<file path="config.mk">
export PLATFORM = sky130hd
export DESIGN_NAME = sel_a2f
export DESIGN_NICKNAME = d
export VERILOG_FILES = /design/src/rtl/sel_a2f.sv
export SDC_FILE = /design/constraint.sdc
export NUM_CORES = 1
export LEC_CHECK = 0
export ABC_AREA = 0
export BUFFER_PORTS_ARGS = -buffer_cell sky130_fd_sc_hd__buf_2
export CAP_MARGIN = 20
export CORE_ASPECT_RATIO = 0.7
export CORE_UTILIZATION = 40
export DETAILED_ROUTE_END_ITERATION = 6
export HOLD_SLACK_MARGIN = 0.06
export PLACE_DENSITY_LB_ADDON = 0.08
export REMOVE_ABC_BUFFERS = 1
export SLEW_MARGIN = 20
export SYNTH_ARGS = -nofsm -noshare
export SYNTH_HDL_FRONTEND = slang
export SYNTH_SLANG_ARGS = --single-unit
</file>
<file path="constraint.sdc">
create_clock -name clk -period 2.1 [get_ports clk]
set_clock_uncertainty 0.15 [all_clocks]
set_input_delay 0.21 -clock clk [delete_from_list [all_inputs] [get_ports clk]]
set_output_delay 0.21 -clock clk [all_outputs]
set_load 0.005 [all_outputs]
</file>
<file path="src/rtl/sel_a2f.sv">
// sel_a2f: transmit-side formatter between the a2f FIFO and the FT600 write FSM.
// Pops packed {Q,I} pairs from the a2f FIFO (1-cycle read latency), sign-extends
// each half into a 32-bit FT word (I at bit 0, Q at QSTART_BIT_INDEX), buffers
// the words in a small circular buffer and presents them as fixed-length packets.
//
// Ports:
//   clk, reset       single clock, synchronous active-high reset
//   fifo_data_i      a2f FIFO read data, valid the cycle after fifo_re_o
//   fifo_empty_i     a2f FIFO empty
//   fifo_enough_i    a2f FIFO holds at least one packet
//   fifo_re_o        a2f FIFO read enable
//   data_o/valid_o   formatted word and its valid
//   ready_i          FT FSM accepts data_o this cycle
//   last_o           data_o is the final word of a packet
//   enough_o         a packet may be started
//   underrun_o       sticky: buffer ran dry in the middle of a packet
//
// state   | meaning
// S_IDLE  | between packets; first accepted word starts a packet
// S_BURST | inside a packet; counts accepted words until the last one
module sel_a2f #(
   parameter int FT_DATA_WIDTH    = 32,
   parameter int IQ_PAIR_WIDTH    = 24,
   parameter int QSTART_BIT_INDEX = 16,
   parameter int PACKET_WORDS     = 32,
   parameter int BUF_DEPTH        = 4
) (
   input  logic                     clk,
   input  logic                     reset,
   input  logic [IQ_PAIR_WIDTH-1:0] fifo_data_i,
   input  logic                     fifo_empty_i,
   input  logic                     fifo_enough_i,
   output logic                     fifo_re_o,
   output logic [FT_DATA_WIDTH-1:0] data_o,
   output logic                     valid_o,
   input  logic                     ready_i,
   output logic                     last_o,
   output logic                     enough_o,
   output logic                     underrun_o
);

   localparam int HALF   = IQ_PAIR_WIDTH / 2;
   localparam int PTR_W  = $clog2(BUF_DEPTH);
   localparam int OCC_W  = PTR_W + 1;
   localparam int WCNT_W = $clog2(PACKET_WORDS);
   localparam logic [WCNT_W-1:0] LAST_CNT  = WCNT_W'(PACKET_WORDS - 1);
   localparam logic [OCC_W-1:0]  DEPTH_OCC = OCC_W'(BUF_DEPTH);

   typedef enum logic {S_IDLE, S_BURST} state_t;

   state_t                   r_state;
   state_t                   w_state_nxt;
   logic [IQ_PAIR_WIDTH-1:0] r_buf [BUF_DEPTH];
   logic [PTR_W-1:0]         r_wptr;
   logic [PTR_W-1:0]         r_rptr;
   logic [OCC_W-1:0]         r_occ;
   logic                     r_inflight;
   logic [WCNT_W-1:0]        r_wcnt;
   logic                     r_enough;
   logic                     r_underrun;

   logic [OCC_W-1:0]         w_fill;
   logic                     w_push;
   logic                     w_pop;
   logic [IQ_PAIR_WIDTH-1:0] w_head;
   logic [FT_DATA_WIDTH-1:0] w_word;

   // occupancy plus the read already on its way out of the FIFO
   assign w_fill = r_occ + OCC_W'(r_inflight);
   assign w_push = r_inflight;
   assign w_pop  = valid_o && ready_i;
   assign w_head = r_buf[r_rptr];

   assign w_word = {{(FT_DATA_WIDTH-QSTART_BIT_INDEX-HALF){w_head[IQ_PAIR_WIDTH-1]}},
                    w_head[IQ_PAIR_WIDTH-1:HALF],
                    {(QSTART_BIT_INDEX-HALF){w_head[HALF-1]}},
                    w_head[HALF-1:0]};

   assign enough_o   = r_enough;
   assign underrun_o = r_underrun;

   // state register
   always_ff @(posedge clk) begin
      if (reset) r_state <= S_IDLE;
      else       r_state <= w_state_nxt;
   end

   // next state
   always_comb begin
      w_state_nxt = r_state;
      case (r_state)
         S_IDLE:  if (w_pop)           w_state_nxt = S_BURST;
         S_BURST: if (w_pop && last_o) w_state_nxt = S_IDLE;
         default:                      w_state_nxt = S_IDLE;
      endcase
   end

   // outputs
   always_comb begin
      fifo_re_o = !reset && !fifo_empty_i && (w_fill < DEPTH_OCC);
      valid_o   = (r_occ != '0);
      last_o    = (r_state == S_BURST) && (r_wcnt == LAST_CNT) && valid_o;
      data_o    = valid_o ? w_word : '0;
   end

   // buffer storage needs no reset: occupancy gates everything read from it
   always_ff @(posedge clk) begin
      if (w_push && !reset) r_buf[r_wptr] <= fifo_data_i;
   end

   always_ff @(posedge clk) begin
      if (reset) begin
         r_wptr     <= '0;
         r_rptr     <= '0;
         r_occ      <= '0;
         r_inflight <= 1'b0;
         r_wcnt     <= '0;
         r_enough   <= 1'b0;
         r_underrun <= 1'b0;
      end else begin
         r_inflight <= fifo_re_o;
         if (w_push) r_wptr <= r_wptr + 1'b1;
         if (w_pop)  r_rptr <= r_rptr + 1'b1;
         case ({w_push, w_pop})
            2'b10:   r_occ <= r_occ + 1'b1;
            2'b01:   r_occ <= r_occ - 1'b1;
            default: r_occ <= r_occ;
         endcase
         if (w_pop) begin
            if (r_state == S_IDLE) r_wcnt <= WCNT_W'(1);
            else if (last_o)       r_wcnt <= '0;
            else                   r_wcnt <= r_wcnt + 1'b1;
         end
         r_enough <= (w_state_nxt == S_IDLE) && fifo_enough_i;
         // dry mid-packet: nothing buffered, nothing in flight, nothing to fetch
         if ((r_state == S_BURST) && (r_occ == '0) && !r_inflight && fifo_empty_i)
            r_underrun <= 1'b1;
      end
   end

endmodule
</file>
==> flow_summary.html, run 1 <==
<table>
<tr><th>Metric</th><th>Value</th></tr>
<tr><th colspan="2">Outcome</th></tr>
<tr><td>Run status</td><td>complete, but fails checks</td></tr>
<tr><td>Violated checks</td><td>negative setup slack</td></tr>
<tr><th colspan="2">Timing</th></tr>
<tr><td>Actual slew at the worst max-slew pin</td><td>~0.35 ns</td></tr>
<tr><td>Hold violation count in the final report</td><td>0</td></tr>
<tr><td>Tmin final</td><td>around 2.1 ns</td></tr>
<tr><td>Slack of the critical path</td><td>-0.0218 ns</td></tr>
<tr><td>Final worst path period share</td><td>101%</td></tr>
<tr><td>Maximum operating frequency</td><td>around 470 MHz</td></tr>
<tr><td>Endpoints failing setup</td><td>17</td></tr>
<tr><td>Final number of max-transition violations</td><td>0</td></tr>
<tr><td>Setup repair after global routing missed its margin</td><td>yes</td></tr>
<tr><td>Normalized max-slew margin</td><td>76.8%</td></tr>
<tr><th colspan="2">Global routing</th></tr>
<tr><td>Overall routing resource usage</td><td>between 10% and 20%</td></tr>
<tr><td>Vias in the first global route</td><td>2480</td></tr>
<tr><td>Remaining Overflow, GRT</td><td>0</td></tr>
<tr><td>Maximum number of pins on one net before global-route repair</td><td>28</td></tr>
<tr><td>Initial antenna violation count</td><td>0</td></tr>
<tr><td>Global-route wire length before repair</td><td>~13000 µm</td></tr>
<tr><th colspan="2">Die</th></tr>
<tr><td>Die area</td><td>11800 µm²</td></tr>
<tr><td>Site row count</td><td>32</td></tr>
<tr><td>Die outline width</td><td>between 100 and 150 µm</td></tr>
<tr><td>Core region area</td><td>11100 µm²</td></tr>
<tr><td>I/O pins</td><td>66</td></tr>
<tr><td>Die extent in y</td><td>about 90 µm</td></tr>
<tr><td>Starting Density</td><td>roughly two fifths</td></tr>
<tr><th colspan="2">Power and ir drop</th></tr>
<tr><td>PwrDens</td><td>about 1200 nW/µm²</td></tr>
<tr><td>Static Leak</td><td>0.00219 µW</td></tr>
<tr><td>Worst-case vdd ir drop</td><td>0.630 mV</td></tr>
<tr><th colspan="2">Drt</th></tr>
<tr><td>Routed wire per std cell</td><td>between 15 and 20 µm</td></tr>
<tr><td>WL final</td><td>about 8400 µm</td></tr>
<tr><td>Count of vias placed by the detailed router</td><td>2485</td></tr>
<tr><td>Final antenna-violating net count</td><td>0</td></tr>
<tr><td>Total iterations of the first detailed-routing run</td><td>6</td></tr>
<tr><td>Initial DRC count</td><td>approximately 120</td></tr>
<tr><td>Vias per Instance</td><td>between 4 and 5</td></tr>
<tr><td>DRC violations left</td><td>0</td></tr>
<tr><th colspan="2">Logic synthesis</th></tr>
<tr><td>Fraction of the yosys area taken by sequential cells</td><td>71.3%</td></tr>
<tr><td>Cells taking the most area after synthesis</td><td>edfxtp_1 63%, mux4_2 12%, dfxtp_1 7.9%</td></tr>
<tr><td>Synth cell count leaders</td><td>96 x edfxtp_1, 25 x nor2b_1, 24 x mux4_2</td></tr>
<tr><td>Dominant synthesized flop cell</td><td>edfxtp_1</td></tr>
<tr><td>Post-synthesis sequential element count</td><td>roughly 110</td></tr>
<tr><td>Number of enable flip-flop cells after synthesis</td><td>96</td></tr>
<tr><td>Distinct cell type count of the synthesized netlist</td><td>29</td></tr>
<tr><td>Post-synthesis async set-or-reset flop share</td><td>0%</td></tr>
<tr><td>Dominant cell by count in the synthesized netlist</td><td>edfxtp_1</td></tr>
<tr><td>Dominant cell type by area after synthesis</td><td>edfxtp_1</td></tr>
<tr><td>Total standard cell area after synthesis</td><td>about 4500 µm²</td></tr>
<tr><td>Yosys warning total</td><td>0</td></tr>
<tr><td>Fraction of post-synthesis cell area in the top cell type by area</td><td>63.4%</td></tr>
<tr><td>Syn_area_per_cell</td><td>17.7 µm²</td></tr>
<tr><td>Number of cells produced by synthesis</td><td>between 200 and 300</td></tr>
<tr><th colspan="2">Layout</th></tr>
<tr><td>Multi-input logic area</td><td>between 1000 and 1500 µm²</td></tr>
<tr><td>Share of post-route cells with drive strength above 1</td><td>about 39%</td></tr>
<tr><td>Share of the core filled with cells</td><td>a little under three fifths</td></tr>
<tr><td>Layout net count</td><td>404</td></tr>
<tr><td>Non-filler cells, final</td><td>533</td></tr>
<tr><td>Diode count</td><td>0</td></tr>
<tr><td>Cell area after layout</td><td>approximately 6100 µm²</td></tr>
<tr><td>Synthesis-to-finish area growth</td><td>33.7%</td></tr>
<tr><td>Fillcell total</td><td>slightly above 900</td></tr>
<tr><td>Register Area</td><td>3250 µm²</td></tr>
<tr><th colspan="2">Placement</th></tr>
<tr><td>Final RePlAce weighted congestion</td><td>around 0.73</td></tr>
<tr><td>Number of buffer cells added on primary ports</td><td>65</td></tr>
<tr><td>Cell Count Post-Placement</td><td>between 400 and 500</td></tr>
<tr><td>Total placed instance area</td><td>~5100 µm²</td></tr>
<tr><td>DP HPWL</td><td>5120 µm</td></tr>
<tr><th colspan="2">Hold path</th></tr>
<tr><td>Type of the tightest min-delay check</td><td>in2reg</td></tr>
<tr><td>Number of cells traversed by the worst hold path</td><td>3</td></tr>
<tr><th colspan="2">CTS</th></tr>
<tr><td>Largest buffer count on any clock path</td><td>2</td></tr>
<tr><td>Clock-pin slew on the worst setup and hold paths</td><td>0.06 ns</td></tr>
<tr><td>Total clock buffers created by CTS</td><td>17</td></tr>
<tr><td>CTS root buf</td><td>clkbuf_16</td></tr>
<tr><td>Clock Latency Late Sink</td><td>0.40 ns</td></tr>
<tr><td>Number of sinks on the clock net</td><td>about 110</td></tr>
<tr><td>TritonCTS clock tree</td><td>done</td></tr>
<tr><td>Number of levels the H-tree was split into</td><td>4</td></tr>
<tr><th colspan="2">Critical path</th></tr>
<tr><td>Crit start category</td><td>flop</td></tr>
<tr><td>CP cell instances</td><td>buf_12 &gt; mux4_2 &gt; nor2b_4 &gt; buf_2</td></tr>
<tr><td>Critical path's slowest cell</td><td>mux4_2</td></tr>
<tr><td>Kind of end point of the critical path</td><td>primary output</td></tr>
<tr><td>Top fanout value on the critical path</td><td>7</td></tr>
<tr><td>CP Data Required Time</td><td>around 1.7 ns</td></tr>
<tr><td>Crit path DAT</td><td>between 1.5 and 2 ns</td></tr>
<tr><td>Category of the critical setup timing path</td><td>reg2out</td></tr>
<tr><td>Maximum cell stage delay along the critical path</td><td>a little over 0.5 ns</td></tr>
<tr><td>Depth of the worst register-to-register path</td><td>8</td></tr>
<tr><th colspan="2">Run</th></tr>
<tr><td>Max-Cap Viols</td><td>0</td></tr>
</table>
-- per-stage QoR --
| step | hold slack (ns) | setup WS (ns) | setup TNS (ns) | total power (µW) |
|---|---|---|---|---|
| 2_1_floorplan | 0.129 | -0.238 | -6.01 | 3660 |
| 4_1_cts | 0.104 | -0.0521 | -1.03 | 7630 |
| 5_1_grt | 0.111 | -0.103 | -2.50 | 7900 |
| 6_report | 0.124 | -0.0218 | -0.230 | 7520 |
| 3_5_place_dp | 0.266 | 0.141 | 0 | 4500 |
| 3_3_place_gp | 0.259 | 0.212 | 0 | 4490 |
-- critical path: cells and delay by family, from the launching register on --
kind,cells,cell delay (ns)
buffers and inverters,2,0.28
flip-flops,1,0.42
multiplexers,1,0.51
AND/OR/NAND/NOR,1,0.15
-- path summary, 6_finish.rpt --
kind | end | slack, ns | startpoint
setup / recovery | data_o[12] | -0.02 | flop
setup reg to reg | r_occ[2]$_SDFFE_PP0P_ | 0.14 | r_occ[0]$_SDFFE_PP0P_
hold / removal | r_wcnt[4]$_SDFFE_PP0P_ | 0.12 | reset
hold reg to reg | r_wcnt[4]$_SDFFE_PP0P_ | 0.31 | r_wcnt[4]$_SDFFE_PP0P_
-- logic make-up (layout without fill, tap and decap cells) --
logic type / after synthesis / after routing / synth area share [%]
fa+ha+maj: 8 / 8 / 2.37
compound gates: 14 / 14 / 2.15
xor+xnor: 5 / 5 / 0.963
simple gates: 60 / 60 / 7.24
flops: 114 / 114 / 71.3
mux: 26 / 26 / 12.3
buf+inv: 30 / 153 / 3.63
-- layer usage --
layer | vias to the layer above | wire length (µm) | GRT usage [%]
li1 | 1194 | - | -
met1 | 1234 | 4050 | 20.9
met2 | 51 | 3950 | 24.1
met3 | 6 | 367 | 5.54
met4 | 0 | 62 | 6.69
met5 | - | 0 | 0
-- cell usage in the layout, fill, tap and decap left out, types with 4 or more instances in the layout --
cell	netlist	routed
a21oi_1	7	7
and2_1	4	4
buf_12	0	5
buf_2	4	65
buf_4	8	11
clkbuf_16	0	17
clkinv_4	0	4
dfxtp_1	18	17
dlygate4sd3_1	0	26
edfxtp_1	96	96
ha_1	7	6
inv_1	11	11
mux4_2	24	24
nand2_1	4	4
nand3_1	4	4
nor2_1	13	13
nor2b_1	25	22
or3_1	4	4
-- what timing repair did --
action / in CTS / in global routing
setup endpoints to repair: 29 / 33
pin swaps: 0 / 0
hold buffers: 26 / 0
gates cloned: 1 / 0
hold endpoints to repair: 99 / 0
buffers inserted: 1 / 0
resized for setup: 10 / 2
-- cell type report --
cell class / count / area share, %
Clock buffer: 17 / 7.00
Clock inverter: 15 / 3.00
Inverter: 12 / 0.782
Multi-Input combinational cell: 113 / 19.3
Sequential cell: 114 / 53.4
Tap cell: 153 / 3.15
Timing Repair Buffer: 109 / 13.3
-- flip-flops by register name, summed over array words and instances, names as in the netlist, named ones only --
| register | count |
|---|---|
| r_rptr | 2 |
| r_occ | 3 |
| r_wcnt | 5 |
| r_wptr | 2 |
| enough_o | 1 |
| r_inflight | 1 |
| r_buf | 96 |
| underrun_o | 1 |
| r_state | 1 |
-- where the power goes --
group          internal, µW  leakage, µW  switching [µW]  total, µW
clock network          1870     0.000288            1040       2920
logic                  1040     0.000892             886       1930
registers              2580      0.00101            98.1       2670
(Power assumes the default switching activity.)
==> inputs of run 2 (changes only) <==
CELL_PAD_IN_SITES_DETAIL_PLACEMENT = 1   (was default)
CELL_PAD_IN_SITES_GLOBAL_PLACEMENT = 1   (was default)
==> flow_summary.html, run 2 (synthesis results as in run 1) <==
<table>
<tr><th>Metric</th><th>Value</th></tr>
<tr><th colspan="2">Outcome</th></tr>
<tr><td>Run status</td><td>complete, but fails checks</td></tr>
<tr><td>Violated checks</td><td>design-rule violations, negative setup slack</td></tr>
<tr><th colspan="2">Power and ir drop</th></tr>
<tr><td>PwrDens</td><td>roughly 1200 nW/µm²</td></tr>
<tr><td>Static Leak</td><td>0.00221 µW</td></tr>
<tr><td>Overall Power</td><td>approximately 7400 µW</td></tr>
<tr><td>Worst-case vdd ir drop</td><td>between 0.6 and 0.7 mV</td></tr>
<tr><th colspan="2">Timing</th></tr>
<tr><td>Final number of max-transition violations</td><td>0</td></tr>
<tr><td>Final worst path period share</td><td>103%</td></tr>
<tr><td>Slack of the critical path</td><td>-0.0584 ns</td></tr>
<tr><td>Actual slew at the worst max-slew pin</td><td>0.383 ns</td></tr>
<tr><td>Hold violation count in the final report</td><td>0</td></tr>
<tr><td>Tmin final</td><td>roughly 2.2 ns</td></tr>
<tr><td>Maximum operating frequency</td><td>463 MHz</td></tr>
<tr><td>Normalized max-slew margin</td><td>74.4%</td></tr>
<tr><td>Post-Route Setup TNS</td><td>-0.788 ns</td></tr>
<tr><td>Setup repair after global routing missed its margin</td><td>yes</td></tr>
<tr><td>Endpoints failing setup</td><td>29</td></tr>
<tr><th colspan="2">Placement</th></tr>
<tr><td>Number of buffer cells added on primary ports</td><td>65</td></tr>
<tr><td>Final RePlAce weighted congestion</td><td>about 0.72</td></tr>
<tr><td>DP HPWL</td><td>5810 µm</td></tr>
<tr><td>Cell Count Post-Placement</td><td>around 470</td></tr>
<tr><th colspan="2">Critical path</th></tr>
<tr><td>CP cell instances</td><td>clkbuf_16 &gt; mux4_2 &gt; nor2b_1 &gt; buf_2</td></tr>
<tr><td>Critical path buffer and inverter count</td><td>2</td></tr>
<tr><td>Reg-to-reg startpoint</td><td>r_occ[1]$_SDFFE_PP0P_</td></tr>
<tr><td>Maximum cell stage delay along the critical path</td><td>between 0.4 and 0.5 ns</td></tr>
<tr><td>CP delay by family, top</td><td>multiplexers</td></tr>
<tr><td>Category of the critical setup timing path</td><td>reg2out</td></tr>
<tr><td>Critical path's slowest cell</td><td>mux4_2</td></tr>
<tr><td>Top fanout value on the critical path</td><td>7</td></tr>
<tr><td>Crit path DAT</td><td>between 1.5 and 2 ns</td></tr>
<tr><td>CP Data Required Time</td><td>about 1.7 ns</td></tr>
<tr><td>Kind of end point of the critical path</td><td>primary output</td></tr>
<tr><td>Crit start category</td><td>flop</td></tr>
<tr><th colspan="2">Layout</th></tr>
<tr><td>Top Registers</td><td>r_buf (96), r_wcnt (5), r_occ (3)</td></tr>
<tr><td>Register Area</td><td>about 3300 µm²</td></tr>
<tr><td>Multi-input logic area</td><td>between 1000 and 1500 µm²</td></tr>
<tr><td>Register with the highest flop count</td><td>r_buf</td></tr>
<tr><td>Synthesis-to-finish area growth</td><td>34.0%</td></tr>
<tr><td>Most used cells in the layout excluding fill and tap cells</td><td>96 x edfxtp_1, 65 x buf_2, 26 x dlygate4sd3_1</td></tr>
<tr><td>Diode count</td><td>0</td></tr>
<tr><td>Number of flip-flops in the largest register</td><td>between 90 and 100</td></tr>
<tr><td>Layout net count</td><td>approximately 410</td></tr>
<tr><td>Non-filler cells, final</td><td>535</td></tr>
<tr><td>Most common cell after layout, fill and taps aside</td><td>edfxtp_1</td></tr>
<tr><td>Share of post-route cells with drive strength above 1</td><td>~40%</td></tr>
<tr><td>Fillcell total</td><td>~1100</td></tr>
<tr><th colspan="2">Die</th></tr>
<tr><td>Die extent in y</td><td>between 90 and 100 µm</td></tr>
<tr><td>Core region area</td><td>approximately 11000 µm²</td></tr>
<tr><td>Die outline width</td><td>between 100 and 150 µm</td></tr>
<tr><td>Die area</td><td>between 10000 and 15000 µm²</td></tr>
<tr><td>Starting Density</td><td>between 40% and 50%</td></tr>
<tr><td>I/O pins</td><td>66</td></tr>
<tr><td>Site row count</td><td>32</td></tr>
<tr><th colspan="2">Run</th></tr>
<tr><td>Max-Cap Viols</td><td>0</td></tr>
<tr><th colspan="2">Global routing</th></tr>
<tr><td>Global-route wire length before repair</td><td>roughly 15000 µm</td></tr>
<tr><td>Overall routing resource usage</td><td>18.2%</td></tr>
<tr><td>Vias in the first global route</td><td>~2800</td></tr>
<tr><td>Initial antenna violation count</td><td>0</td></tr>
<tr><td>Remaining Overflow, GRT</td><td>0</td></tr>
<tr><td>Maximum number of pins on one net before global-route repair</td><td>25</td></tr>
<tr><th colspan="2">Drt</th></tr>
<tr><td>Initial DRC count</td><td>71</td></tr>
<tr><td>Final antenna-violating net count</td><td>0</td></tr>
<tr><td>Count of vias placed by the detailed router</td><td>approximately 2600</td></tr>
<tr><td>Total iterations of the first detailed-routing run</td><td>6</td></tr>
<tr><td>Vias per Instance</td><td>between 4 and 5</td></tr>
<tr><td>WL final</td><td>about 9600 µm</td></tr>
<tr><td>Routed wire per std cell</td><td>approximately 18 µm</td></tr>
<tr><td>DRC violations left</td><td>1</td></tr>
<tr><th colspan="2">CTS</th></tr>
<tr><td>TritonCTS clock tree</td><td>done</td></tr>
<tr><td>Clock Latency Late Sink</td><td>0.41 ns</td></tr>
<tr><td>Largest buffer count on any clock path</td><td>2</td></tr>
<tr><td>Number of levels the H-tree was split into</td><td>4</td></tr>
<tr><td>CTS root buf</td><td>clkbuf_16</td></tr>
<tr><td>Clock-pin slew on the worst setup and hold paths</td><td>~0.060 ns</td></tr>
<tr><td>Total clock buffers created by CTS</td><td>17</td></tr>
<tr><td>Number of sinks on the clock net</td><td>between 100 and 150</td></tr>
<tr><th colspan="2">Hold path</th></tr>
<tr><td>Type of the tightest min-delay check</td><td>in2reg</td></tr>
<tr><td>Startpoint of the lowest-slack hold path</td><td>reset</td></tr>
</table>
run 2: changes by cell type in the layout (fill, tap and decap cells not counted), sizes merged:
cell and delta:
clkinv +5, clkbuf +1, inv -2, buf +1, clkinvlp -1, bufinv -2
run 2: path summary, 6_finish.rpt:
| check | endpoint | depth (start not counted) | slack, ns |
|---|---|---|---|
| worst max-delay path | data_o[1] | 4 | -0.06 |
| worst min-delay path | r_occ[0]$_SDFFE_PP0P_ | 3 | 0.1 |
| worst max register to register | r_occ[2]$_SDFFE_PP0P_ | 8 | 0.10 |
| worst min register to register | r_wcnt[4]$_SDFFE_PP0P_ | 2 | 0.31 |
run 2: worst min-delay path, stage by stage:
cell	delay, ns
buf_2	0.09
buf_4	0.24
nor2_1	0.07
run 2: routing by layer:
metal | wire, µm | global-route usage [%] | vias to the layer above | part of all wire [%]
li1 | - | - | 1197 | -
met1 | 4460 | 23.1 | 1295 | 46
met2 | 4680 | 29.3 | 55 | 49
met3 | 334 | 5.01 | 13 | 3.5
met4 | 129 | 7.85 | 0 | 1.3
met5 | 0 | 0 | - | 0
run 2: metrics by stage:
stage | setup slack [ns] | instance area, µm² | util, % | hold WS, ns
floorplan | -0.238 | 4430 | - | 0.129
global route | -0.111 | 6090 | 55.1 | 0.109
global placement | 0.207 | 5140 | 46.5 | 0.275
finish | -0.0584 | 6090 | 55.1 | 0.0997
detailed placement | 0.147 | 5140 | 46.5 | 0.280
CTS | -0.0841 | 6040 | 54.7 | 0.0903
run 2: report_power, final:
| group | internal [µW] | switching [µW] |
|---|---|---|
| registers | 2580 | 110 |
| logic | 1090 | 967 |
| clock network | 1630 | 1050 |
| total | 5300 | 2130 |
run 2: cell type report:
type / count / share of cell area [%]
flip-flops and latches: 114 / 53.4
repair buffers: 111 / 13.7
multi-input cells: 113 / 19.8
inverters: 12 / 0.781
clock buffers: 17 / 6.98
well taps: 153 / 3.14
clock inverters: 15 / 2.28
run 2: repair_timing:
item / 4_1_cts / 5_1_grt
setup endpoints to repair: 30 / 34
buffers inserted: 1 / 1
gates resized for setup: 8 / 14
gates cloned: 1 / 1
hold buffers: 26 / 0
endpoints found under the hold margin: 99 / 0
pin swaps: 1 / 1
